## src/rtl/muldiv_pkg.sv

```systemverilog
// Shared definitions for the M-extension multiply/divide unit: funct3 decode,
// FSM states (also visible to the hazard unit) and iteration modes.
package muldiv_pkg;

    typedef enum logic [2:0] {
        FUNCT3_MUL    = 3'b000,
        FUNCT3_MULH   = 3'b001,
        FUNCT3_MULHSU = 3'b010,
        FUNCT3_MULHU  = 3'b011,
        FUNCT3_DIV    = 3'b100,
        FUNCT3_DIVU   = 3'b101,
        FUNCT3_REM    = 3'b110,
        FUNCT3_REMU   = 3'b111
    } funct3_e;

    localparam logic [6:0] FUNCT7_MULDIV = 7'b0000001;

    typedef enum logic [1:0] {
        ST_IDLE = 2'd0,
        ST_BUSY = 2'd1,
        ST_DONE = 2'd2
    } state_e;

    typedef enum logic {
        STEP_MUL = 1'b0,
        STEP_DIV = 1'b1
    } step_mode_e;

    function automatic logic op1_signed(input funct3_e f);
        return f inside {FUNCT3_MUL, FUNCT3_MULH, FUNCT3_MULHSU, FUNCT3_DIV, FUNCT3_REM};
    endfunction

    function automatic logic op2_signed(input funct3_e f);
        return f inside {FUNCT3_MUL, FUNCT3_MULH, FUNCT3_DIV, FUNCT3_REM};
    endfunction

    function automatic logic is_div(input funct3_e f);
        return f inside {FUNCT3_DIV, FUNCT3_DIVU, FUNCT3_REM, FUNCT3_REMU};
    endfunction

    function automatic logic is_rem(input funct3_e f);
        return f inside {FUNCT3_REM, FUNCT3_REMU};
    endfunction

endpackage

```

## src/rtl/muldiv_step.sv

```systemverilog
// One combinational iteration: shift-add multiply step or restoring divide step.
// Multiply: acc = product high half, rem = multiplier / product low half.
// Divide:   acc = dividend shifting into quotient, rem = partial remainder.
module muldiv_step
    import muldiv_pkg::*;
#(
    parameter int unsigned XLEN = 32
) (
    input  step_mode_e      mode,
    input  logic [XLEN-1:0] acc,
    input  logic [XLEN-1:0] rem,
    input  logic [XLEN-1:0] operand,
    output logic [XLEN-1:0] acc_next,
    output logic [XLEN-1:0] rem_next
);

    logic [XLEN:0] sum;
    logic [XLEN:0] shifted;
    logic [XLEN:0] diff;

    always_comb begin
        sum      = {1'b0, acc} + (rem[0] ? {1'b0, operand} : '0);
        shifted  = {rem, acc[XLEN-1]};
        diff     = shifted - {1'b0, operand};
        acc_next = acc;
        rem_next = rem;
        if (mode == STEP_MUL) begin
            acc_next = sum[XLEN:1];
            rem_next = {sum[0], rem[XLEN-1:1]};
        end else if (!diff[XLEN]) begin
            // partial remainder stays below the divisor, so a clear top bit means no borrow
            rem_next = diff[XLEN-1:0];
            acc_next = {acc[XLEN-2:0], 1'b1};
        end else begin
            rem_next = shifted[XLEN-1:0];
            acc_next = {acc[XLEN-2:0], 1'b0};
        end
    end

endmodule

```

## src/rtl/muldiv_unit.sv

```systemverilog
// Iterative RV32M multiply/divide execute unit with valid/ready handshakes,
// XLEN-cycle iteration and an optional single-cycle path for div-by-zero/overflow.
module muldiv_unit
    import muldiv_pkg::*;
#(
    parameter int unsigned XLEN      = 32,
    parameter bit          EARLY_OUT = 1'b1
) (
    input  logic            i_clk,
    input  logic            i_rst_n,
    input  logic            i_valid,
    output logic            o_ready,
    input  logic [31:0]     i_instruction,
    input  logic [XLEN-1:0] i_op1,
    input  logic [XLEN-1:0] i_op2,
    input  logic            i_flush,
    output logic            o_valid,
    input  logic            i_ready,
    output logic [XLEN-1:0] o_result
);

    localparam int unsigned     CNT_W   = $clog2(XLEN) + 1;
    localparam logic [XLEN-1:0] INT_MIN = {1'b1, {(XLEN-1){1'b0}}};

    state_e            state;
    state_e            state_next;
    logic [CNT_W-1:0]  cnt;
    funct3_e           f3;
    logic [XLEN-1:0]   acc;
    logic [XLEN-1:0]   rem;
    logic [XLEN-1:0]   opnd;
    logic              neg_main;
    logic              neg_rem;

    funct3_e           req_f3;
    logic              a_neg;
    logic              b_neg;
    logic [XLEN-1:0]   a_mag;
    logic [XLEN-1:0]   b_mag;
    logic              div_zero;
    logic              overflow;
    logic              early;
    logic [XLEN-1:0]   special;
    logic              accept;
    logic              last_iter;

    step_mode_e        step_mode;
    logic [XLEN-1:0]   step_acc;
    logic [XLEN-1:0]   step_rem;
    logic [2*XLEN-1:0] prod_fix;
    logic [XLEN-1:0]   quo_fix;
    logic [XLEN-1:0]   rem_fix;
    logic [XLEN-1:0]   final_result;

    // funct7 is guaranteed by the decoder; only funct3 selects the operation
    logic unused_instr;
    assign unused_instr = (i_instruction[31:25] != FUNCT7_MULDIV) ^ (^i_instruction[11:0]);

    assign o_ready = (state == ST_IDLE);
    assign o_valid = (state == ST_DONE);

    assign req_f3   = funct3_e'(i_instruction[14:12]);
    assign a_neg    = op1_signed(req_f3) & i_op1[XLEN-1];
    assign b_neg    = op2_signed(req_f3) & i_op2[XLEN-1];
    assign a_mag    = a_neg ? -i_op1 : i_op1;
    assign b_mag    = b_neg ? -i_op2 : i_op2;
    assign div_zero = (i_op2 == '0);
    assign overflow = (req_f3 inside {FUNCT3_DIV, FUNCT3_REM}) &&
                      (i_op1 == INT_MIN) && (i_op2 == '1);
    assign early    = EARLY_OUT && is_div(req_f3) && (div_zero || overflow);
    assign special  = is_rem(req_f3) ? (div_zero ? i_op1 : '0)
                                     : (div_zero ? '1    : i_op1);
    assign accept    = i_valid && (state == ST_IDLE) && !i_flush;
    assign last_iter = (state == ST_BUSY) && (cnt == CNT_W'(1));

    always_ff @(posedge i_clk or negedge i_rst_n) begin
        if (!i_rst_n) begin
            state <= ST_IDLE;
        end else begin
            state <= state_next;
        end
    end

    always_comb begin
        state_next = state;
        case (state)
            ST_IDLE: if (accept)         state_next = early ? ST_DONE : ST_BUSY;
            ST_BUSY: if (last_iter)      state_next = ST_DONE;
            ST_DONE: if (i_ready)        state_next = ST_IDLE;
            default:                     state_next = ST_IDLE;
        endcase
        if (i_flush) begin
            state_next = ST_IDLE;
        end
    end

    assign step_mode = is_div(f3) ? STEP_DIV : STEP_MUL;

    muldiv_step #(
        .XLEN (XLEN)
    ) u_step (
        .mode     (step_mode),
        .acc      (acc),
        .rem      (rem),
        .operand  (opnd),
        .acc_next (step_acc),
        .rem_next (step_rem)
    );

    // Sign fix-up; a zero divisor leaves neg_main clear so the quotient stays all ones
    always_comb begin
        prod_fix     = neg_main ? -{step_acc, step_rem} : {step_acc, step_rem};
        quo_fix      = neg_main ? -step_acc : step_acc;
        rem_fix      = neg_rem  ? -step_rem : step_rem;
        final_result = '0;
        case (f3)
            FUNCT3_MUL:                                final_result = prod_fix[XLEN-1:0];
            FUNCT3_MULH, FUNCT3_MULHSU, FUNCT3_MULHU:  final_result = prod_fix[2*XLEN-1:XLEN];
            FUNCT3_DIV, FUNCT3_DIVU:                   final_result = quo_fix;
            FUNCT3_REM, FUNCT3_REMU:                   final_result = rem_fix;
            default:                                   final_result = '0;
        endcase
    end

    always_ff @(posedge i_clk or negedge i_rst_n) begin
        if (!i_rst_n) begin
            cnt      <= '0;
            f3       <= FUNCT3_MUL;
            acc      <= '0;
            rem      <= '0;
            opnd     <= '0;
            neg_main <= 1'b0;
            neg_rem  <= 1'b0;
            o_result <= '0;
        end else if (accept) begin
            f3       <= req_f3;
            opnd     <= b_mag;
            cnt      <= CNT_W'(XLEN);
            neg_main <= (a_neg ^ b_neg) & !div_zero;
            neg_rem  <= a_neg;
            if (is_div(req_f3)) begin
                acc <= a_mag;
                rem <= '0;
            end else begin
                acc <= '0;
                rem <= a_mag;
            end
            if (early) begin
                o_result <= special;
            end
        end else if ((state == ST_BUSY) && !i_flush) begin
            acc <= step_acc;
            rem <= step_rem;
            cnt <= cnt - CNT_W'(1);
            if (last_iter) begin
                o_result <= final_result;
            end
        end
    end

endmodule

```

## config.mk

```make
export PLATFORM = sky130hd
export DESIGN_NAME = muldiv_unit
export DESIGN_NICKNAME = d
export VERILOG_FILES = /design/src/rtl/muldiv_pkg.sv /design/src/rtl/muldiv_step.sv /design/src/rtl/muldiv_unit.sv
export SDC_FILE = /design/constraint.sdc
export NUM_CORES = 1
export LEC_CHECK = 0
export ABC_AREA = 1
export ABC_CLOCK_PERIOD_IN_PS = 5000
export BUFFER_PORTS_ARGS = -buffer_cell sky130_fd_sc_hd__buf_4
export CAP_MARGIN = 20
export CORE_MARGIN = 2
export CORE_UTILIZATION = 30
export DETAILED_ROUTE_END_ITERATION = 10
export GPL_ROUTABILITY_DRIVEN = 0
export SYNTH_ARGS = -nofsm -noshare
export SYNTH_HDL_FRONTEND = slang
export SYNTH_HIERARCHICAL = 1
export SYNTH_SLANG_ARGS = --single-unit
```

## constraint.sdc

```tcl
create_clock -name i_clk -period 5 [get_ports i_clk]
set_input_delay 1 -clock i_clk [delete_from_list [all_inputs] [get_ports i_clk]]
set_output_delay 1 -clock i_clk [all_outputs]
set_load 0.005 [all_outputs]
```

==> impl_results.md <==
* Final Hold Fails at 0
* Synth Net Count at roughly 3,500
* Fillers at around 7,000
* Vias in the first global route at just under 20,000
* Pint at 6.160 mW
* Max H-tree Level at 4
* Sequential area share after synthesis at between 10% and 20%
* Synth async-reset ratio at 100.0%
* Fmax at 212.7 MHz
* CP max FO at 12
* Slew HR at 34.40%
* MaxCap Viol Count at 0
* Clk pwr share at under 10%
* Via-per-instance ratio at ~5.2
* Switching fraction of total power at slightly above 60%
* Combinational Power Share at about 77%
* Share of cells above drive strength 1 at approximately 8.7%
* Global route overflow at 0
* Hold_sp: o_result[11]
* Power density cells at roughly 750 nW/um2
* # setup viols final at 0
* Share of the synthesized area in the top cell type at between 20 and 25%
* Area grow syn2layout at 12.09%
* Cell taking the most area after synthesis: nand2_1
* Routed wire length at around 80,000 um
* Clock sink count at approximately 140
* Final period util at around 94%
* Worst Path Arrival at between 5 and 6 ns
* Die area at 64,550 um2
* Worst slack, placed at between 0.3 and 0.4 ns
* Setup TNS at 0 ns
* RSZ-0062 raised after global routing: no
* Clock Latency Late Sink at 0.45 ns
* CP max-delay cell: dfrtp_1
* Slew Viols, Final at 0
* LEAKAGE at 10.67 nW
* Worst Setup SP: acc[31]
* Top Metal Used: met4
* Slew @ Worst Pin at roughly 1 ns
* Initial antenna violation count at 2
* Hold WS at roughly 0.48 ns
* WL met3 at around 7700 um
* Placed cell areas at between 20,000 and 25,000 um2
* Hold depth at 2
* Stages on worst setup path at 31
* Synthesized flop and latch total at 141
* Netlist cell types at just under 50
* Height of the die at 254.1 um
* VDD IR max at about 0.00036 V
* Synthesis Warnings at 6
* CP Data Required Time at roughly 5.3 ns
* Reg-to-reg critical path startpoint: acc[31]
* GR Util All Layers at between 20% and 30%
* First drt pass iteration count at 6
* Initial Util at a little under a third
* Tmin final at 4.702 ns
* Top cells by area, synth: nand2_1, dfrtp_1, nand3_1
* CP delay by family, top: simple AND/OR/NAND/NOR gates
* Most used DFF post-synth: dfrtp_1
* Rows at 91
* Max stage delay on crit path at 0.42 ns
* CP Launch Type: flip-flop
* Port Buffer Count at 105
* Synth Instances at ~3,300
* First-pass GRT wire length at roughly 120,000 um
* Psw at 9.548 mW
* DRC at 0
* Total CTS buffers at 17
* CP dominant cell by count: nand2_1
* IO Count at between 100 and 150
* HPWL Detailed at approximately 63,000 um
* Final setup skew at around 0.017 ns
* Nets at ~3,600
* Final Worst Setup Slack at 0.2978 ns
* Worst Hold Class: reg2reg
* Core area at about 62,000 um2
* Outcome: complete, no violations
* Die X at between 200 and 300 um
* # hold bufs at CTS at 0
* CTS root buffer: clkbuf_16
* Antenna-violating nets left at 0
* CP Buf/Inv Count at 2
* WL/cell at between 15 and 20 um
* Mean post-synth cell area at 5.609 um2
* Starting DRT DRC Count at approximately 2,600
* Clock buffer depth at 2
* Largest net degree at the start of global routing at between 100 and 150
* Post-Syn Area at 18,760 um2
* Number of enable flip-flop cells after synthesis at 0
* Metal1 wirelength at between 30,000 and 40,000 um
* Crit Path Class: reg2reg
* Reg power frac at between 10 and 15%
* Final non-filler cell area at ~21,000 um2
* CTS tree: done
* Clk slew on worst S/H paths at about 0.070 ns
* Via count at about 22,000
* R2R cell count at 31
* Met2 Wirelength at 32,760 um
* Nature of the critical path endpoint: flip-flop
-- flip-flops by register name, summed over array words and instances, names as in the netlist --
register,cells
state,2
neg_main,1
cnt,6
o_result,32
opnd,32
neg_rem,1
acc,32
rem,32
f3,3
-- cell families after synthesis --
family / count (synthesis) / share of synthesized area (%)
simple gates: 1944 / 43.51
compound gates: 549 / 17.06
buf+inv: 556 / 11.82
flops: 141 / 18.81
xor+xnor: 81 / 3.782
fa+ha+maj: 74 / 5.015
-- power by group through the flow --
stage / combinational, mW / sequential [mW] / clock [mW]
2_1_floorplan: 8.01 / 1.98 / 0
3_3_place_gp: 11.6 / 2.24 / 0
3_5_place_dp: 11.7 / 2.23 / 0
4_1_cts: 11.7 / 2.22 / 1.32
5_1_grt: 13.3 / 2.29 / 1.37
6_report: 12.2 / 2.24 / 1.31
-- tightest hold or removal path, cell delays in order (launching register included) --
cell,delay (ns)
dfrtp_1,0.35
nand2_1,0.05
nand2_1,0.05
-- cell usage after synthesis, types with 27 or more instances --
cell	number
o211ai_1	32
dfrtp_1	141
o21ai_0	211
nand4_1	48
xnor2_1	30
nand3_1	327
a2bb2oi_1	34
inv_1	422
nand2_1	1119
xor2_1	51
buf_2	28
a21oi_2	29
nor3_1	27
ha_1	72
a21oi_1	170
nor2_1	326
clkbuf_1	72
-- final timing paths --
| kind | slack [ns] | endpoint |
|---|---|---|
| setup / recovery | 0.30 | o_result[1] |
| hold / removal | 0.48 | o_result[11] |
| setup reg to reg | 0.30 | o_result[1] |
| hold reg to reg | 0.48 | o_result[11] |
| max in group asynchronous | 3.39 | o_result[25] |
| min in group asynchronous | 0.59 | cnt[1] |
-- repair_timing --
item,CTS,global route
resized for setup,0,6
setup buffers,0,0
endpoints found under the setup margin,0,9
-- routing by layer --
layer / up-vias / GRT usage, %
met4: 0 / 13.97
li1: 10879 / -
met5: - / 0
met3: 207 / 4.025
met1: 10028 / 33.12
met2: 1132 / 34.86
-- per-stage QoR --
stage | power [mW] | cells | util [%]
after floorplan | 9.987 | 3345 | -
after global placement | 13.87 | 4214 | 33.10
after detailed placement | 13.93 | 4214 | 33.10
after CTS | 15.29 | 4244 | 34.04
after global routing | 17.01 | 4244 | 34.07
final | 15.71 | 4245 | 34.08
-- cell usage in the layout (no fill, tap or decap), types with 27 or more instances in the layout --
master	instances
nand2_1	1117
inv_1	421
nand3_1	326
nor2_1	324
o21ai_0	211
a21oi_1	170
buf_4	153
dfrtp_1	139
ha_1	72
xor2_1	51
nand4_1	48
a2bb2oi_1	34
o211ai_1	32
xnor2_1	30
a21oi_2	29
nor3_1	27
-- cell type report --
cell class	instances	area (um2)	area share, %
clock inverters	12	140.1	0.6664
repair buffers	156	1200	5.706
flip-flops and latches	141	3531	16.79
inverters	432	1623	7.717
well taps	837	1047	4.980
clock buffers	18	439.2	2.088
diodes	1	2.502	0.01190
multi-input cells	2648	13050	62.04
Power figures use the tool's default switching activity.
